==> src/rtl/bash_csr_bank.sv <==
// Register bank between the bus slave port and the bash-hash core: X/L inputs,
// Y result snapshot, CTRL pulses, sticky DONE/ERR status and a level interrupt.
module bash_csr_bank #(
  parameter int XLEN    = 32,
  parameter int ADDRLEN = 8,
  parameter int X_WORDS = 32,
  parameter int Y_WORDS = 16
) (
  input  logic                      clk_i,
  input  logic                      rst_ni,
  input  logic                      en_i,
  input  logic [XLEN/8-1:0]         we_i,
  input  logic [ADDRLEN-1:0]        addr_i,
  input  logic [XLEN-1:0]           wrdata_i,
  output logic [XLEN-1:0]           rddata_o,
  output logic                      rvalid_o,
  input  logic                      active_i,
  input  logic                      rdy_i,
  output logic                      prep_o,
  output logic                      start_o,
  output logic                      irq_o,
  output logic [XLEN-1:0]           l_reg_o,
  output logic [XLEN*X_WORDS-1:0]   x_reg_o,
  input  logic [XLEN*Y_WORDS-1:0]   y_reg_i
);

  localparam int BYTES    = XLEN / 8;
  localparam int Y_BASE   = X_WORDS * BYTES;
  localparam int CSR_BASE = Y_BASE + Y_WORDS * BYTES;
  localparam logic [ADDRLEN-1:0] ALIGN_MASK  = ~ADDRLEN'(BYTES - 1);
  localparam logic [ADDRLEN-1:0] L_ADDR      = ADDRLEN'(CSR_BASE);
  localparam logic [ADDRLEN-1:0] CTRL_ADDR   = ADDRLEN'(CSR_BASE + 4);
  localparam logic [ADDRLEN-1:0] STATUS_ADDR = ADDRLEN'(CSR_BASE + 8);

  logic [XLEN-1:0] x_q [X_WORDS];
  logic [XLEN-1:0] x_d [X_WORDS];
  logic [XLEN-1:0] y_q [Y_WORDS];
  logic [XLEN-1:0] y_d [Y_WORDS];
  logic [XLEN-1:0] l_q, l_d, rddata_q, rddata_d, rd_word;
  logic irq_en_q, irq_en_d, done_q, done_d, err_q, err_d, rdy_q, rdy_d;
  logic rvalid_q, rvalid_d, prep_q, prep_d, start_q, start_d, irq_q, irq_d;
  logic [ADDRLEN-1:0] addr_al;
  logic wr, rd;

  function automatic logic [XLEN-1:0] merge_bytes(input logic [XLEN-1:0] old_w,
                                                  input logic [XLEN-1:0] new_w,
                                                  input logic [BYTES-1:0] be);
    merge_bytes = old_w;
    for (int b = 0; b < BYTES; b++) begin
      if (be[b]) merge_bytes[b*8 +: 8] = new_w[b*8 +: 8];
    end
  endfunction

  assign addr_al = addr_i & ALIGN_MASK;
  assign wr      = en_i & (|we_i);
  assign rd      = en_i & ~(|we_i);

  // Read mux: status bits 0/1 are live core inputs, not stored copies.
  always_comb begin
    rd_word = '0;
    for (int i = 0; i < X_WORDS; i++) begin
      if (addr_al == ADDRLEN'(i * BYTES)) rd_word = x_q[i];
    end
    for (int k = 0; k < Y_WORDS; k++) begin
      if (addr_al == ADDRLEN'(Y_BASE + k * BYTES)) rd_word = y_q[k];
    end
    if (addr_al == L_ADDR) rd_word = l_q;
    if (addr_al == CTRL_ADDR) rd_word[2] = irq_en_q;
    if (addr_al == STATUS_ADDR) begin
      rd_word[0] = rdy_i;
      rd_word[1] = active_i;
      rd_word[8] = done_q;
      rd_word[9] = err_q;
    end
  end

  always_comb begin
    x_d      = x_q;
    y_d      = y_q;
    l_d      = l_q;
    irq_en_d = irq_en_q;
    done_d   = done_q;
    err_d    = err_q;
    prep_d   = 1'b0;
    start_d  = 1'b0;
    rdy_d    = rdy_i;
    rvalid_d = rd;
    rddata_d = rd ? rd_word : rddata_q;
    irq_d    = done_q & irq_en_q;

    // Status clears are applied first so a same-cycle set event overrides them.
    if (wr && addr_al == STATUS_ADDR && we_i[1]) begin
      if (wrdata_i[8]) done_d = 1'b0;
      if (wrdata_i[9]) err_d  = 1'b0;
    end

    if (wr) begin
      for (int i = 0; i < X_WORDS; i++) begin
        if (addr_al == ADDRLEN'(i * BYTES)) begin
          if (active_i) err_d = 1'b1;
          else          x_d[i] = merge_bytes(x_q[i], wrdata_i, we_i);
        end
      end
      if (addr_al == L_ADDR) begin
        if (active_i) err_d = 1'b1;
        else          l_d = merge_bytes(l_q, wrdata_i, we_i);
      end
      if (addr_al == CTRL_ADDR && we_i[0]) begin
        irq_en_d = wrdata_i[2];
        if (wrdata_i[0] && wrdata_i[1]) begin
          prep_d = 1'b1;
          err_d  = 1'b1;
        end else if (wrdata_i[1]) begin
          if (active_i) err_d = 1'b1;
          else          start_d = 1'b1;
        end else if (wrdata_i[0]) begin
          prep_d = 1'b1;
        end
      end
    end

    if (rdy_i && !rdy_q) begin
      done_d = 1'b1;
      for (int k = 0; k < Y_WORDS; k++) y_d[k] = y_reg_i[k*XLEN +: XLEN];
    end
  end

  always_ff @(posedge clk_i or negedge rst_ni) begin
    if (!rst_ni) begin
      for (int i = 0; i < X_WORDS; i++) x_q[i] <= '0;
      for (int k = 0; k < Y_WORDS; k++) y_q[k] <= '0;
      l_q      <= '0;
      rddata_q <= '0;
      irq_en_q <= 1'b0;
      done_q   <= 1'b0;
      err_q    <= 1'b0;
      rdy_q    <= 1'b0;
      rvalid_q <= 1'b0;
      prep_q   <= 1'b0;
      start_q  <= 1'b0;
      irq_q    <= 1'b0;
    end else begin
      x_q      <= x_d;
      y_q      <= y_d;
      l_q      <= l_d;
      rddata_q <= rddata_d;
      irq_en_q <= irq_en_d;
      done_q   <= done_d;
      err_q    <= err_d;
      rdy_q    <= rdy_d;
      rvalid_q <= rvalid_d;
      prep_q   <= prep_d;
      start_q  <= start_d;
      irq_q    <= irq_d;
    end
  end

  for (genvar g = 0; g < X_WORDS; g++) begin : g_xout
    assign x_reg_o[g*XLEN +: XLEN] = x_q[g];
  end

  assign rddata_o = rddata_q;
  assign rvalid_o = rvalid_q;
  assign prep_o   = prep_q;
  assign start_o  = start_q;
  assign irq_o    = irq_q;
  assign l_reg_o  = l_q;

endmodule

==> config.mk <==
export PLATFORM = sky130hd
export DESIGN_NAME = bash_csr_bank
export DESIGN_NICKNAME = d
export VERILOG_FILES = /design/src/rtl/bash_csr_bank.sv
export SDC_FILE = /design/constraint.sdc
export NUM_CORES = 2
export LEC_CHECK = 0
export ABC_AREA = 1
export ABC_CLOCK_PERIOD_IN_PS = 3350
export BUFFER_PORTS_ARGS = -buffer_cell sky130_fd_sc_hd__buf_4
export CAP_MARGIN = 20
export CORE_AREA = 4 4 638 640
export DETAILED_ROUTE_END_ITERATION = 12
export DIE_AREA = 0 0 642 644
export PLACE_DENSITY = 0.31
export SKIP_CTS_REPAIR_TIMING = 1
export SLEW_MARGIN = 20
export SYNTH_ARGS = -nofsm -noshare
export SYNTH_HDL_FRONTEND = slang
export SYNTH_SLANG_ARGS = --single-unit
==> constraint.sdc <==
create_clock -name clk_i -period 3.35 [get_ports clk_i]
set_input_delay 0.67 -clock clk_i [delete_from_list [all_inputs] [get_ports clk_i]]
set_output_delay 0.67 -clock clk_i [all_outputs]
set_load 0.05 [all_outputs]
==> impl_metrics.yaml <==
sta:
  layout_min_cycle_time_ns: 5.85
  slew_violations: 0
  fin_crit_sh_pct: 175
  worst_slack_ns: -2.50
  setup_viol: 32
  skew_ns: 0.0769
  hold_viol: 1
  hold_slack_ns: -0.000817
  max_freq_ghz: 0.171
  rsz0062_at_grt: "yes"
  timing_worst_slew_pin_value_ns: 1.14
  relSlewSlack_pct: 24.2
worst_setup_path:
  crit_path_frequent_cell: "nand4_1"
  endpoint_kind: "flop"
  arrival_ns: 6.59
  worstReg2RegEnd: "rddata_o[16]"
  reg2reg_slack_ns: -2.48
  cp_max_fo: 10
  cpPeakStageDelay_ns: 0.42
  r2r_start: "x_reg_o[48]"
  worstSetupPathType: "in -> reg"
  start_kind: "primary input"
  crit_required_ns: 4.09
  r2r_cells: 28
  critPathSlowestCell: "nand4_1"
place:
  placed_area_um2: 102000
  pre_cts_ws_ns: -4.24
  io_buffers: 1650
  gp_congestion: 0.934
  dp.cells: 16100
  post-dp-hpwl_um: 485000
layout:
  layout_commonest_cell: "buf_4"
  stdcell_count: 16800
  fin_util_pct: 28.4
  fillers: 43100
  final_cell_area_um2: 114000
  final_cell_mix: "buf_4 (2937), nand2_1 (2328), dfrtp_1 (1602)"
  nNetsFinal: 11800
  seq_area_um2: 40200
  multi_input_area_um2: 29000
  drive_above_1_share_pct: 39.0
  syn_to_final_growth_pct: 61.9
drt:
  finalWirelength_um: 588000
  vias: 75700
  drt_iter0_drc: 7353
  ant_nets: 0
  first_pass_iters: 6
  vias_per_cell: 4.51
  wire_per_inst_um: 35.0
  drc: 0
synth:
  async_flop_share_pct: 100
  postSynthAreaPerCell_um2: 8.71
  ys.warnings.count: 0
  synth_ff_type: "dfrtp_1"
  synth-seq-cells: 1608
  syn_area_um2: 70500
  syn_nets: 8652
  ys_seq_area_share_pct: 57.1
  synth_edf_count: 0
  synth_cell_types: 37
  synthCells: 8091
clock_network:
  clockBufferDepth: 4
  cts.sinks: 1608
  clk_pin_slew_ns: 0.06
  htreeDepth: 4
  cts_made_buffers: 213
  cts_root_buf: "clkbuf_16"
  insertion_delay_ns: 0.93
  cts_tree: "built"
outcome:
  violations: "negative hold slack, negative setup slack"
  status: "complete, but fails checks"
hold_path:
  holdPathStages: 3
  min_to: "y_q[333]"
  hold_class: "in -> reg"
  hold_start: "y_reg_i[173]"
floorplanning:
  die_w_um: 642
  rows: 233
  core_um2: 401000
  die_h_um: 644
  initial_utilization_pct: 17.6
  io_pins: 1653
  die_area_um2: 413000
global_routing:
  grt.met2_usage_pct: 46.8
  grt.met3_usage_pct: 5.07
  met1_usage_pct: 32.9
  grt_max_degree: 125
  grt_pass1_wl_um: 759000
  grt_pass1_vias: 74300
  grt_antenna_before_repair: 81
  gr-total-overflow: 0
  top_usage_layer: "met2"
  gr-usage-all-layers_pct: 27.3
power_and_ir_drop:
  power_leakage_nw: 54.9
  power_density_nw_per_um2: 502
  ir_worst_vdd_mv: 0.393
job:
  maxCapViolCount: 0
worst max-delay path: cells and delay by family:
kind | cells | cell delay, ns
buffers and inverters | 5 | 0.73
and+or+nand+nor | 25 | 5.14
final cells by class:
class                   count  share of cell area, %
flip-flops and latches   1608                   35.3
repair buffers           3467                   25.7
multi-input cells        5546                   25.4
well taps                5287                   5.79
clock buffers             319                   5.46
inverters                 443                   1.48
clock inverters            68                  0.865
diodes                     35                 0.0767
metrics by stage:
| stage | hold WS (ns) | power, mW | TNS (ns) |
|---|---|---|---|
| 2_1_floorplan | 0.374 | 26.4 | 0 |
| 3_3_place_gp | 0.468 | 32.9 | -141.69 |
| 3_5_place_dp | 0.472 | 32.9 | -137.72 |
| 4_1_cts | -0.337 | 57.5 | -63.24 |
| 5_1_grt | -0.000924 | 59.2 | -55.03 |
| 6_report | -0.000817 | 57.3 | -50.09 |
worst max-delay path by stage:
stage / start / endpoint / cells past startpoint
2_1_floorplan: addr_i[7] / rddata_o[25] / 27
3_3_place_gp: addr_i[7] / rddata_o[16] / 34
3_5_place_dp: addr_i[5] / rddata_o[16] / 34
4_1_cts: addr_i[5] / rddata_o[16] / 34
5_1_grt: x_reg_o[48] / rddata_o[16] / 28
6_report: addr_i[6] / rddata_o[16] / 30
per-layer routing:
layer,part of all wire (%),vias up,wire length (µm)
met5,0.032,-,188
met4,5.8,28,34000
met3,6.0,745,35500
met2,49,3215,286000
met1,40,38600,232000
li1,-,33000,-
where the power goes:
part           leakage [nW]  total [mW]  switching [mW]  internal, mW
combinational          30.4        10.7            7.19          3.54
sequential             20.9        22.2            1.29          21.0
clock                  3.56        24.4            10.0          14.4
total                  54.9        57.3            18.5          38.9
cells in the mapped netlist (2+ instances only):
cell	number	area, µm²
nand2_1	2539	9530
dfrtp_1	1608	40200
o21ai_0	1145	5730
nor2_1	539	2020
clkbuf_1	466	1750
inv_1	427	1600
a21oi_1	409	2050
mux2_2	327	3680
nand4_1	307	1920
or2_2	106	663
nand3_1	82	410
mux2i_1	15	150
a221oi_1	13	114
buf_2	13	65.1
inv_2	12	45.0
buf_1	10	37.5
or2_0	10	62.6
nor3_1	9	45.0
o21ai_1	6	30.0
a22o_1	5	43.8
nor2_2	5	31.3
nor4_1	5	31.3
o22ai_1	5	31.3
and2_0	4	25.0
clkinv_1	4	15.0
a22oi_1	3	22.5
buf_6	3	33.8
nand2_2	3	18.8
buf_4	2	15.0
nand3_2	2	20.0
registers in the layout, indices dropped and copies added (netlist names), 32 cells and up:
name	cells
rddata_o	32
l_reg_o	32
y_q	512
x_reg_o	1024
kinds of logic after synthesis:
logic type	Yosys count	synth area share (%)
muxes	342	5.44
DFF	1608	57.1
buffers and inverters	937	5.05
and+or+nand+nor	3613	21.0
AOI/OAI and AO/OA	1591	11.4
No activity file was read; power rests on OpenSTA's default activity.
